===== config.mk =====
export PLATFORM = sky130hd
export DESIGN_NAME = band_level_meter
export DESIGN_NICKNAME = d
export VERILOG_FILES = /design/src/rtl/band_level_meter_pkg.sv /design/src/rtl/band_level_meter_alu.sv /design/src/rtl/band_level_meter.sv
export SDC_FILE = /design/constraint.sdc
export NUM_CORES = 1
export LEC_CHECK = 0
export CORE_MARGIN = 2
export CORE_UTILIZATION = 58
export DETAILED_ROUTE_END_ITERATION = 8
export GPL_ROUTABILITY_DRIVEN = 0
export PLACE_DENSITY_LB_ADDON = 0.12
export SETUP_SLACK_MARGIN = 0.05
export SLEW_MARGIN = 20
export SYNTH_ARGS = -nofsm -noshare
export SYNTH_HDL_FRONTEND = slang
export SYNTH_HIERARCHICAL = 1
export SYNTH_SLANG_ARGS = --single-unit

===== constraint.sdc =====
create_clock -name clk_i -period 14.8 [get_ports clk_i]
set_clock_uncertainty 0.2 [all_clocks]
set_input_delay 2.96 -clock clk_i [delete_from_list [all_inputs] [get_ports clk_i]]
set_output_delay 2.96 -clock clk_i [all_outputs]
set_load 0.05 [all_outputs]

===== src/rtl/band_level_meter_pkg.sv =====
// -----------------------------------------------------------------------------
// band_level_meter_pkg
// Shared definitions for the band level meter: band count, sample and level
// widths, band index width and the control FSM state encoding.
// No ports (package).
// -----------------------------------------------------------------------------
package band_level_meter_pkg;

    localparam int NBANDS_C = 8;   // band count, fixed in this revision
    localparam int SAMPLE_W = 16;  // signed filter-bank sample width
    localparam int LEVEL_W  = 16;  // unsigned smoothed level width
    localparam int IDX_W    = 3;   // band index width (covers 0..NBANDS_C-1)

    typedef logic signed [SAMPLE_W-1:0] sample_t;
    typedef logic        [LEVEL_W-1:0]  level_t;
    typedef logic        [IDX_W-1:0]    band_idx_t;

    typedef enum logic [1:0] {
        ST_IDLE = 2'd0,
        ST_PROC = 2'd1,
        ST_DONE = 2'd2
    } state_e;

endpackage


===== src/rtl/band_level_meter_alu.sv =====
// -----------------------------------------------------------------------------
// band_level_alu
// Combinational magnitude + leaky-integrator step for one band:
//   mag       = |sample|, with -32768 saturating to 32767
//   new_level = old_level + ((mag - old_level) >>> SHIFT)   (17-bit signed)
// The arithmetic shift floors toward minus infinity, so the result always lies
// between old_level and mag and stays inside 0..32767.
// Ports:
//   sample_i  signed 16-bit band sample
//   level_i   current 16-bit unsigned level
//   level_o   updated 16-bit unsigned level
// -----------------------------------------------------------------------------
module band_level_alu
    import band_level_meter_pkg::*;
#(
    parameter int SHIFT = 4
) (
    input  sample_t sample_i,
    input  level_t  level_i,
    output level_t  level_o
);

    logic [LEVEL_W-1:0]   neg_w;
    logic [LEVEL_W-1:0]   mag_w;
    logic signed [16:0]   diff_w;
    logic signed [16:0]   step_w;
    logic signed [16:0]   sum_w;

    assign neg_w = ~sample_i + 16'd1;

    always_comb begin
        mag_w = sample_i;
        if (sample_i == 16'sh8000) begin
            // the only sample whose magnitude does not fit in 15 bits
            mag_w = 16'h7FFF;
        end else if (sample_i[15]) begin
            mag_w = neg_w;
        end
    end

    assign diff_w = $signed({1'b0, mag_w}) - $signed({1'b0, level_i});
    assign step_w = diff_w >>> SHIFT;
    assign sum_w  = $signed({1'b0, level_i}) + step_w;

    // sum_w cannot go negative for in-range levels; the guard only keeps a
    // corrupted level from wrapping to a huge value.
    assign level_o = sum_w[16] ? '0 : sum_w[15:0];

endmodule


===== src/rtl/band_level_meter.sv =====
// -----------------------------------------------------------------------------
// band_level_meter
// Smoothed per-band magnitude meter for an 8-band filter bank. A frame strobe
// captures all eight samples; the FSM then walks bands 0..7, one per cycle,
// through one shared band_level_alu, updates that band's level, and tracks the
// largest updated level. A one-cycle DONE state publishes level_valid and the
// registered peak band index.
//
// Handshake: bands_valid_i is a strobe with no ready. It is accepted only in
// IDLE (busy_o low). A strobe while busy_o is high is dropped, the capture
// registers are untouched, and overrun_o pulses on the following cycle.
//
// Ports:
//   clk_i           sole clock, rising edge
//   rst_i           asynchronous active-high reset
//   bands_valid_i   new frame strobe
//   band0_i..7_i    signed 16-bit band samples
//   level0_o..7_o   unsigned 16-bit smoothed levels
//   level_valid_o   one-cycle strobe, all levels updated (DONE)
//   peak_band_o     index of the largest level after the last update
//   busy_o          high in PROC and DONE
//   overrun_o       one-cycle pulse after a strobe arrived while busy
//   state_o         current FSM state (debug)
// -----------------------------------------------------------------------------
module band_level_meter
    import band_level_meter_pkg::*;
#(
    parameter int SHIFT  = 4,
    parameter int NBANDS = NBANDS_C
) (
    input  logic        clk_i,
    input  logic        rst_i,
    input  logic        bands_valid_i,
    input  sample_t     band0_i,
    input  sample_t     band1_i,
    input  sample_t     band2_i,
    input  sample_t     band3_i,
    input  sample_t     band4_i,
    input  sample_t     band5_i,
    input  sample_t     band6_i,
    input  sample_t     band7_i,
    output level_t      level0_o,
    output level_t      level1_o,
    output level_t      level2_o,
    output level_t      level3_o,
    output level_t      level4_o,
    output level_t      level5_o,
    output level_t      level6_o,
    output level_t      level7_o,
    output logic        level_valid_o,
    output logic [2:0]  peak_band_o,
    output logic        busy_o,
    output logic        overrun_o,
    output state_e      state_o
);

    localparam band_idx_t LAST_IDX = band_idx_t'(NBANDS - 1);

    state_e    state_q, state_d;
    band_idx_t idx_q;
    sample_t   cap_q   [NBANDS];
    level_t    level_q [NBANDS];
    sample_t   band_w  [NBANDS];
    level_t    max_val_q;
    band_idx_t max_idx_q;
    band_idx_t peak_q;
    logic      overrun_q;

    sample_t   alu_sample_w;
    level_t    alu_old_w;
    level_t    alu_new_w;
    level_t    cand_val_w;
    band_idx_t cand_idx_w;

    logic      capture_w;
    logic      proc_step_w;
    logic      last_step_w;

    assign band_w[0] = band0_i;
    assign band_w[1] = band1_i;
    assign band_w[2] = band2_i;
    assign band_w[3] = band3_i;
    assign band_w[4] = band4_i;
    assign band_w[5] = band5_i;
    assign band_w[6] = band6_i;
    assign band_w[7] = band7_i;

    assign capture_w   = (state_q == ST_IDLE) && bands_valid_i;
    assign proc_step_w = (state_q == ST_PROC);
    assign last_step_w = proc_step_w && (idx_q == LAST_IDX);

    // ---------------------------------------------------------------- FSM
    always_ff @(posedge clk_i or posedge rst_i) begin
        if (rst_i) begin
            state_q <= ST_IDLE;
        end else begin
            state_q <= state_d;
        end
    end

    always_comb begin
        state_d = state_q;
        unique case (state_q)
            ST_IDLE: if (bands_valid_i) state_d = ST_PROC;
            ST_PROC: if (idx_q == LAST_IDX) state_d = ST_DONE;
            ST_DONE: state_d = ST_IDLE;
            default: state_d = ST_IDLE;
        endcase
    end

    // ------------------------------------------------------- band index
    always_ff @(posedge clk_i or posedge rst_i) begin
        if (rst_i) begin
            idx_q <= '0;
        end else if (capture_w) begin
            idx_q <= '0;
        end else if (proc_step_w) begin
            idx_q <= idx_q + 3'd1;
        end
    end

    // ------------------------------------------------ capture registers
    always_ff @(posedge clk_i or posedge rst_i) begin
        if (rst_i) begin
            for (int i = 0; i < NBANDS; i++) cap_q[i] <= '0;
        end else if (capture_w) begin
            for (int i = 0; i < NBANDS; i++) cap_q[i] <= band_w[i];
        end
    end

    // ---------------------------------------------------- shared datapath
    assign alu_sample_w = cap_q[idx_q];
    assign alu_old_w    = level_q[idx_q];

    band_level_alu #(
        .SHIFT (SHIFT)
    ) u_alu (
        .sample_i (alu_sample_w),
        .level_i  (alu_old_w),
        .level_o  (alu_new_w)
    );

    // only the band being processed this cycle is written
    always_ff @(posedge clk_i or posedge rst_i) begin
        if (rst_i) begin
            for (int i = 0; i < NBANDS; i++) level_q[i] <= '0;
        end else if (proc_step_w) begin
            level_q[idx_q] <= alu_new_w;
        end
    end

    // ------------------------------------------------------ peak tracker
    // Band 0 seeds the running maximum; later bands replace it only when
    // strictly larger, so ties stay with the lower index.
    always_comb begin
        cand_val_w = max_val_q;
        cand_idx_w = max_idx_q;
        if ((idx_q == '0) || (alu_new_w > max_val_q)) begin
            cand_val_w = alu_new_w;
            cand_idx_w = idx_q;
        end
    end

    always_ff @(posedge clk_i or posedge rst_i) begin
        if (rst_i) begin
            max_val_q <= '0;
            max_idx_q <= '0;
            peak_q    <= '0;
        end else if (proc_step_w) begin
            max_val_q <= cand_val_w;
            max_idx_q <= cand_idx_w;
            if (last_step_w) begin
                peak_q <= cand_idx_w;
            end
        end
    end

    // ---------------------------------------------------------- overrun
    always_ff @(posedge clk_i or posedge rst_i) begin
        if (rst_i) begin
            overrun_q <= 1'b0;
        end else begin
            overrun_q <= bands_valid_i && (state_q != ST_IDLE);
        end
    end

    // ---------------------------------------------------------- outputs
    assign level0_o      = level_q[0];
    assign level1_o      = level_q[1];
    assign level2_o      = level_q[2];
    assign level3_o      = level_q[3];
    assign level4_o      = level_q[4];
    assign level5_o      = level_q[5];
    assign level6_o      = level_q[6];
    assign level7_o      = level_q[7];
    assign level_valid_o = (state_q == ST_DONE);
    assign busy_o        = (state_q != ST_IDLE);
    assign peak_band_o   = peak_q;
    assign overrun_o     = overrun_q;
    assign state_o       = state_q;

endmodule

# Word-level counts from Yosys, hierarchy flattened
# Cells that the tools add are included.
# W data, S select, Z words.
dict set report classes {
  add_sub_neg 4
  n_lt_le_gt_ge 3
  n_eq_ne 6
  mux 18
  n_bitwise 2
  reduce_logical 12
}
# cell count
set op_table {}
lappend op_table {{$bwmux W128} 1}
lappend op_table {{$mux W16} 8}
lappend op_table {{$bmux W16 S3} 2}
lappend op_table {{$demux W16 S3} 1}
lappend op_table {{$add A17 B13 Y17} 1}
lappend op_table {{$sub A16 B16 Y17} 1}
lappend op_table {{$add A16 B1 Y16 const B} 1}
lappend op_table {{$eq A16 B16 Y1 const B} 1}
lappend op_table {{$gt A16 B16 Y1} 1}
lappend op_table {{$not A16 Y16} 1}
lappend op_table {{$mux W3} 3}
lappend op_table {{$reduce_and A2 Y1} 3}
lappend op_table {{$ge A4 B4 Y1 const B} 1}
lappend op_table {{$logic_and A1 B1 Y1} 4}
lappend op_table {{$lt A4 B1 Y1 const B} 1}
lappend op_table {{$mux W2} 2}
lappend op_table {{$not A3 Y4} 1}
lappend op_table {{$pmux W2 S2} 1}
lappend op_table {{$reduce_bool A2 Y1} 2}
lappend op_table {{$add A3 B1 Y3 const B} 1}
lappend op_table {{$eq A3 B3 Y1 const B} 1}
lappend op_table {{$logic_not A3 Y1} 1}
lappend op_table {{$eq A2 B1 Y1 const B} 1}
lappend op_table {{$eq A2 B2 Y1 const B} 1}
lappend op_table {{other kinds (4)} 4}
dict set report totals {
  regBits 284
  output_inout_bits 136
  wordCells 67
}

# Logic depth before layout (Yosys ltp)
dict set report depth {
  word_depth 14
  mapped_depth 38
  ltp_nobuf 33
}

# Modules after synthesis
# The synthesis kept the hierarchy.
# module instances cells_per_inst area_each_um2 seq_area_each_um2
set modules_own_cells {}
lappend modules_own_cells {band_level_meter 1 1169 13097.6 7106.8}
lappend modules_own_cells {band_level_alu 1 292 2069.5 0.0}

# Least setup slack after synthesis
# OpenSTA, ideal clock, no wires.
dict set report synth_timing {
  path_type {reg2reg}
  from {reg idx_q[0]}
  to {reg max_idx_q[0]}
  setup_ns 0.125
  arrival_time_ns 8.277
  required_time_ns 14.475
  slack_ns 6.198
  stages_incl_launch_ff 33
  period_less_slack_ns 8.602
  path_cell_list {dfrtp_1 buf_2 buf_2 buf_1 mux2_2 a221o_1 or4_4 or4_4 o21ai_0 xor2_1 nand2_1 ha_1 clkbuf_1 a21oi_1 o21a_1 o21ai_0 nor2_1 ha_1 clkbuf_1 and3_1 a31o_2 o21ai_0 or3_1 buf_6 a21boi_0 ha_1 nor2b_1 o211ai_2 a21boi_2 o41a_4 o21ai_4 buf_12 mux2_4}
}
dict set report synth_between {
  elab_chain_cells 14
  elab_cells_between_ends 19
}
# item line_no
set synth_rtl {}
lappend synth_rtl {{from (decl)} band_level_meter.sv:60} ;# band_idx_t idx_q;
lappend synth_rtl {{from (signal assigned)} band_level_meter.sv:118} ;# idx_q <= idx_q + 3'd1;
lappend synth_rtl {{$not A3 Y4 (implied by the code) (*)} band_level_meter.sv:132} ;# assign alu_sample_w = cap_q[idx_q];
lappend synth_rtl {{$bmux W16 S3 (*)} band_level_meter.sv:132}
lappend synth_rtl {{$mux W16 (implied by the code) (*) (2 in a row)} band_level_meter.sv:132}
lappend synth_rtl {{via alu_sample_w[3]} band_level_meter.sv:69} ;# sample_t alu_sample_w;
lappend synth_rtl {{$not A16 Y16} band_level_meter_alu.sv:29} ;# assign neg_w = ~sample_i + 16'd1;
lappend synth_rtl {{$add A16 B1 Y16} band_level_meter_alu.sv:29}
lappend synth_rtl {{$mux W16} band_level_meter_alu.sv:36} ;# end else if (sample_i[15]) begin
lappend synth_rtl {{$mux W16 (*)} band_level_meter_alu.sv:33} ;# if (sample_i == 16'sh8000) begin
lappend synth_rtl {{$sub A16 B16 Y17 (*)} band_level_meter_alu.sv:41} ;# assign diff_w = $signed({1'b0, mag_w}) - $signed({1'b0, level_i});
lappend synth_rtl {{$add A17 B13 Y17 (*)} band_level_meter_alu.sv:43} ;# assign sum_w = $signed({1'b0, level_i}) + step_w;
lappend synth_rtl {{$mux W16 (*)} band_level_meter_alu.sv:47} ;# assign level_o = sum_w[16] ? '0 : sum_w[15:0];
lappend synth_rtl {{via alu_new_w[1]} band_level_meter.sv:71} ;# level_t alu_new_w;
lappend synth_rtl {{$gt A16 B16 Y1 (*)} band_level_meter.sv:158} ;# if ((idx_q == '0) || (alu_new_w > max_val_q)) begin
lappend synth_rtl {{$logic_or A1 B1 Y1 (*)} band_level_meter.sv:158}
lappend synth_rtl {{$mux W3 (*)} band_level_meter.sv:158}
lappend synth_rtl {{to (signal assigned)} band_level_meter.sv:171} ;# max_idx_q <= cand_idx_w;
lappend synth_rtl {{to (decl)} band_level_meter.sv:65} ;# band_idx_t max_idx_q;
# Mark *: on every way through the listed nets, which the timed path passes. The rest lies on a longest branch. The select of a mux whose other input is x is not followed.
# A chain may end at the register's enable or synchronous reset.

# Final worst setup path
dict set report layout_timing {
  from {reg idx_q[0]}
  to {reg max_val_q[13]}
}
dict set report layout_between {
  elab_chain_cells 14
  elab_cells_between_ends 19
}
# item line_no
set layout_rtl {}
lappend layout_rtl {{$not A3 Y4 (implied by the code) (*)} band_level_meter.sv:132}
lappend layout_rtl {{$bmux W16 S3 (*)} band_level_meter.sv:132}
lappend layout_rtl {{$mux W16 (implied by the code) (*) (2 in a row)} band_level_meter.sv:132}
lappend layout_rtl {{via alu_sample_w[4]} band_level_meter.sv:69}
lappend layout_rtl {{$not A16 Y16} band_level_meter_alu.sv:29}
lappend layout_rtl {{$add A16 B1 Y16} band_level_meter_alu.sv:29}
lappend layout_rtl {{$mux W16} band_level_meter_alu.sv:36}
lappend layout_rtl {{$mux W16 (*)} band_level_meter_alu.sv:33}
lappend layout_rtl {{$sub A16 B16 Y17 (*)} band_level_meter_alu.sv:41}
lappend layout_rtl {{$add A17 B13 Y17 (*)} band_level_meter_alu.sv:43}
lappend layout_rtl {{$mux W16 (*)} band_level_meter_alu.sv:47}
lappend layout_rtl {{via alu_new_w[15]} band_level_meter.sv:71}
lappend layout_rtl {{$gt A16 B16 Y1 (*)} band_level_meter.sv:158}
lappend layout_rtl {{$logic_or A1 B1 Y1 (*)} band_level_meter.sv:158}
lappend layout_rtl {{$reduce_and A2 Y1 (no source line) (*)} --}
lappend layout_rtl {{to (signal assigned)} band_level_meter.sv:170} ;# max_val_q <= cand_val_w;
lappend layout_rtl {{to (decl)} band_level_meter.sv:64} ;# level_t max_val_q;
# Marks and branches as above.

==> flow_metrics.tcl <==
set metrics [dict create \
    status "finished clean" \
    grt_pass1_vias 12225 \
    wl_per_cell_um 20.5 \
    cp-start-kind "flip-flop" \
    insertion_delay_ps 560 \
    dieArea_um2 27500 \
    synth_seq_cells 284 \
    initial_core_util 0.587 \
    drt_iter0_markers 1092 \
    syn_area_um2 15200 \
    die_y_um 166 \
    required_ps 15040 \
    max_freq_ghz 0.0928 \
    cts_sinks 284 \
    synth_ff_type "dfrtp_1" \
    largest_register "cap_q" \
    grt_start_max_net_pins 130 \
    hold_depth 2 \
    port_buffers 266 \
    track_usage 0.305 \
    async_flop_share 1.00 \
    area_growth_pct 25.6 \
    met2_usage 0.489 \
    overflow 0 \
    endpoint_kind "flip-flop" \
    drv_cap 0 \
    grt_antenna_before_repair 0 \
    path_clk_slew_ps 60 \
    yosysWarnings 6 \
    fin_crit_ps 10770 \
    multi_input_area_um2 7550 \
    period_share 0.728 \
    via_count 12135 \
    seqCellArea_um2 7110 \
    worst_pin_slew_ps 1040 \
    core-area_um2 25800 \
    pin_count 267 \
    timing.setup.tns_ps 0 \
    synth-seq-area-share 0.469 \
    drc 0 \
    slew_headroom 0.310 \
    cts_buffer_depth 3 \
    antenna_cells 0 \
    critPathMaxStageDelay_ps 750 \
    cts_hold_buffers 0 \
    syn_avg_cell_area_um2 10.4 \
    cp_data_arrival_time_ps 11020 \
    detail_route.first_pass.iterations 5 \
    ant_nets 0 \
    netlist_instances 1461 \
    hp-start "cap_q[26]$_DFFE_PP0P_" \
    crit_type "flip-flop to flip-flop" \
    routed_wl_um 42100 \
    slowest_stage "dfrtp_4" \
    post_cts_buffers 0 \
    r2r_end "max_val_q[13]$_DFFE_PP0P_" \
    clockRootBuffer "clkbuf_16" \
    dp_hpwl_um 30200 \
    synth_edf_count 0 \
    numCtsBuffers 29 \
    largest_reg_flops 128 \
    ctsResizeCount 0 \
    rsz0062_at_grt "false" \
    grt_first_pass_wirelength_um 66900 \
    grt.met3_usage 0.0519 \
    synth_cell_type_count 75 \
    path_common_cell "a21oi_1" \
    via_per_inst 5.91 \
    n_fill_cell 1855 \
    grt_util_met1 0.413 \
    ctsHtreeMaxLevel 1 \
    finalNetCount 1881 \
    drive_gt1_frac 0.179 \
    min_to "cap_q[26]$_DFFE_PP0P_" \
    die_w_um 166 \
    cp_max_fo 41 \
    timing.final.max_slew_violations 0 \
    setup_viol 0 \
    r2r_start "idx_q[0]$_DFFE_PP0P_" \
    holdCritPathClass "flip-flop to flip-flop" \
    r2r_setup_slack_ps 4030 \
    grt_busiest_layer "met2" \
    ff2ff_path_depth 30 \
    cts_tree "built" \
    synth_fp_nets 1645 \
    hold_violations 0 \
    rows 59 \
]
-- cell usage after synthesis (all sizes together) (7+ instances only) --
| cell type | count | area [um^2] |
|---|---|---|
| nand3 | 9 | 45.0 |
| xor2 | 19 | 166 |
| o21ai | 29 | 160 |
| a221o | 14 | 140 |
| dfrtp | 284 | 7110 |
| buf | 28 | 164 |
| o22ai | 14 | 87.6 |
| mux4 | 36 | 811 |
| ha | 52 | 651 |
| mux2i | 29 | 290 |
| clkbuf | 49 | 184 |
| mux2 | 170 | 1950 |
| inv | 45 | 169 |
| nand2 | 490 | 1840 |
| xnor2 | 15 | 131 |
| a21oi | 40 | 234 |
| nor2b | 8 | 50.1 |
| nor3 | 7 | 45.0 |
| nor2 | 22 | 82.6 |
-- stage by stage --
| step | worst slack [ps] | hold WS [ps] | utilization | std cells | instance area [um^2] |
|---|---|---|---|---|---|
| after global routing | 3390 | 288 | 0.737 | 2052 | 19000 |
| after global placement | 4550 | 252 | 0.698 | 2001 | 18000 |
| final | 4030 | 269 | 0.737 | 2052 | 19000 |
| after detailed placement | 4190 | 258 | 0.698 | 2001 | 18000 |
| after CTS | 4140 | 272 | 0.737 | 2052 | 19000 |
| after floorplan | 3800 | 240 | - | 1461 | 15200 |
-- metal layers --
metal  part of all wire  up-vias
met2               0.47      552
met1               0.42     5964
li1                   -     5510
met5                  0        -
met4              0.044        0
met3              0.067      109
-- critical path: cells and delay by family (launching register included) --
family          cells  cell delay, ps
mux                 2             830
fa+ha+maj           3            1200
simple gates       10            3000
flops               1             750
buf+inv             2            1210
compound gates     12            3280
xor+xnor            1             150
-- cells in the final DEF, fill, tap and decap left out, types with 27 or more instances in the layout --
cell type          n
nand2_1          488
ha_1              52
dfrtp_1          282
a21oi_1           31
clkdlybuf4s50_1  266
mux4_2            36
o21ai_0           27
mux2i_1           29
mux2_2           161
clkbuf_16         29
inv_1             44
-- logic make-up (layout without fill, tap and decap cells) --
family / count (synthesis) / in the layout / synth area share
AND/OR/NAND/NOR: 575 / 575 / 0.156
buffers and inverters: 122 / 378 / 0.0341
adder cells (fa/ha/maj): 53 / 53 / 0.0442
flip-flops: 284 / 284 / 0.469
AO/OA/AOI/OAI: 158 / 158 / 0.0766
XOR/XNOR: 34 / 34 / 0.0196
multiplexers: 235 / 235 / 0.201
-- how the worst max path moves through the flow --
stage / startpoint / endpoint / slack (ps)
final: idx_q[0]$_DFFE_PP0P_ / max_val_q[13]$_DFFE_PP0P_ / 4030
after global routing: idx_q[0]$_DFFE_PP0P_ / max_val_q[9]$_DFFE_PP0P_ / 3390
after global placement: idx_q[0]$_DFFE_PP0P_ / max_val_q[7]$_DFFE_PP0P_ / 4550
after floorplan: rst_i / cap_q[0]$_DFFE_PP0P_ / 3800
after CTS: idx_q[0]$_DFFE_PP0P_ / max_val_q[13]$_DFFE_PP0P_ / 4140
after detailed placement: idx_q[0]$_DFFE_PP0P_ / max_val_q[12]$_DFFE_PP0P_ / 4190
-- final cells by class --
class	count	area share
flip-flops and latches	284	0.373
repair buffers	282	0.146
clock inverters	11	0.00867
clock buffers	40	0.0439
multi-input cells	1055	0.397
inverters	45	0.00926
well taps	335	0.0220
Power is left out: the tool's default activity adds up to more than one toggle a clock period on the data nets, which glitch-free logic cannot reach.
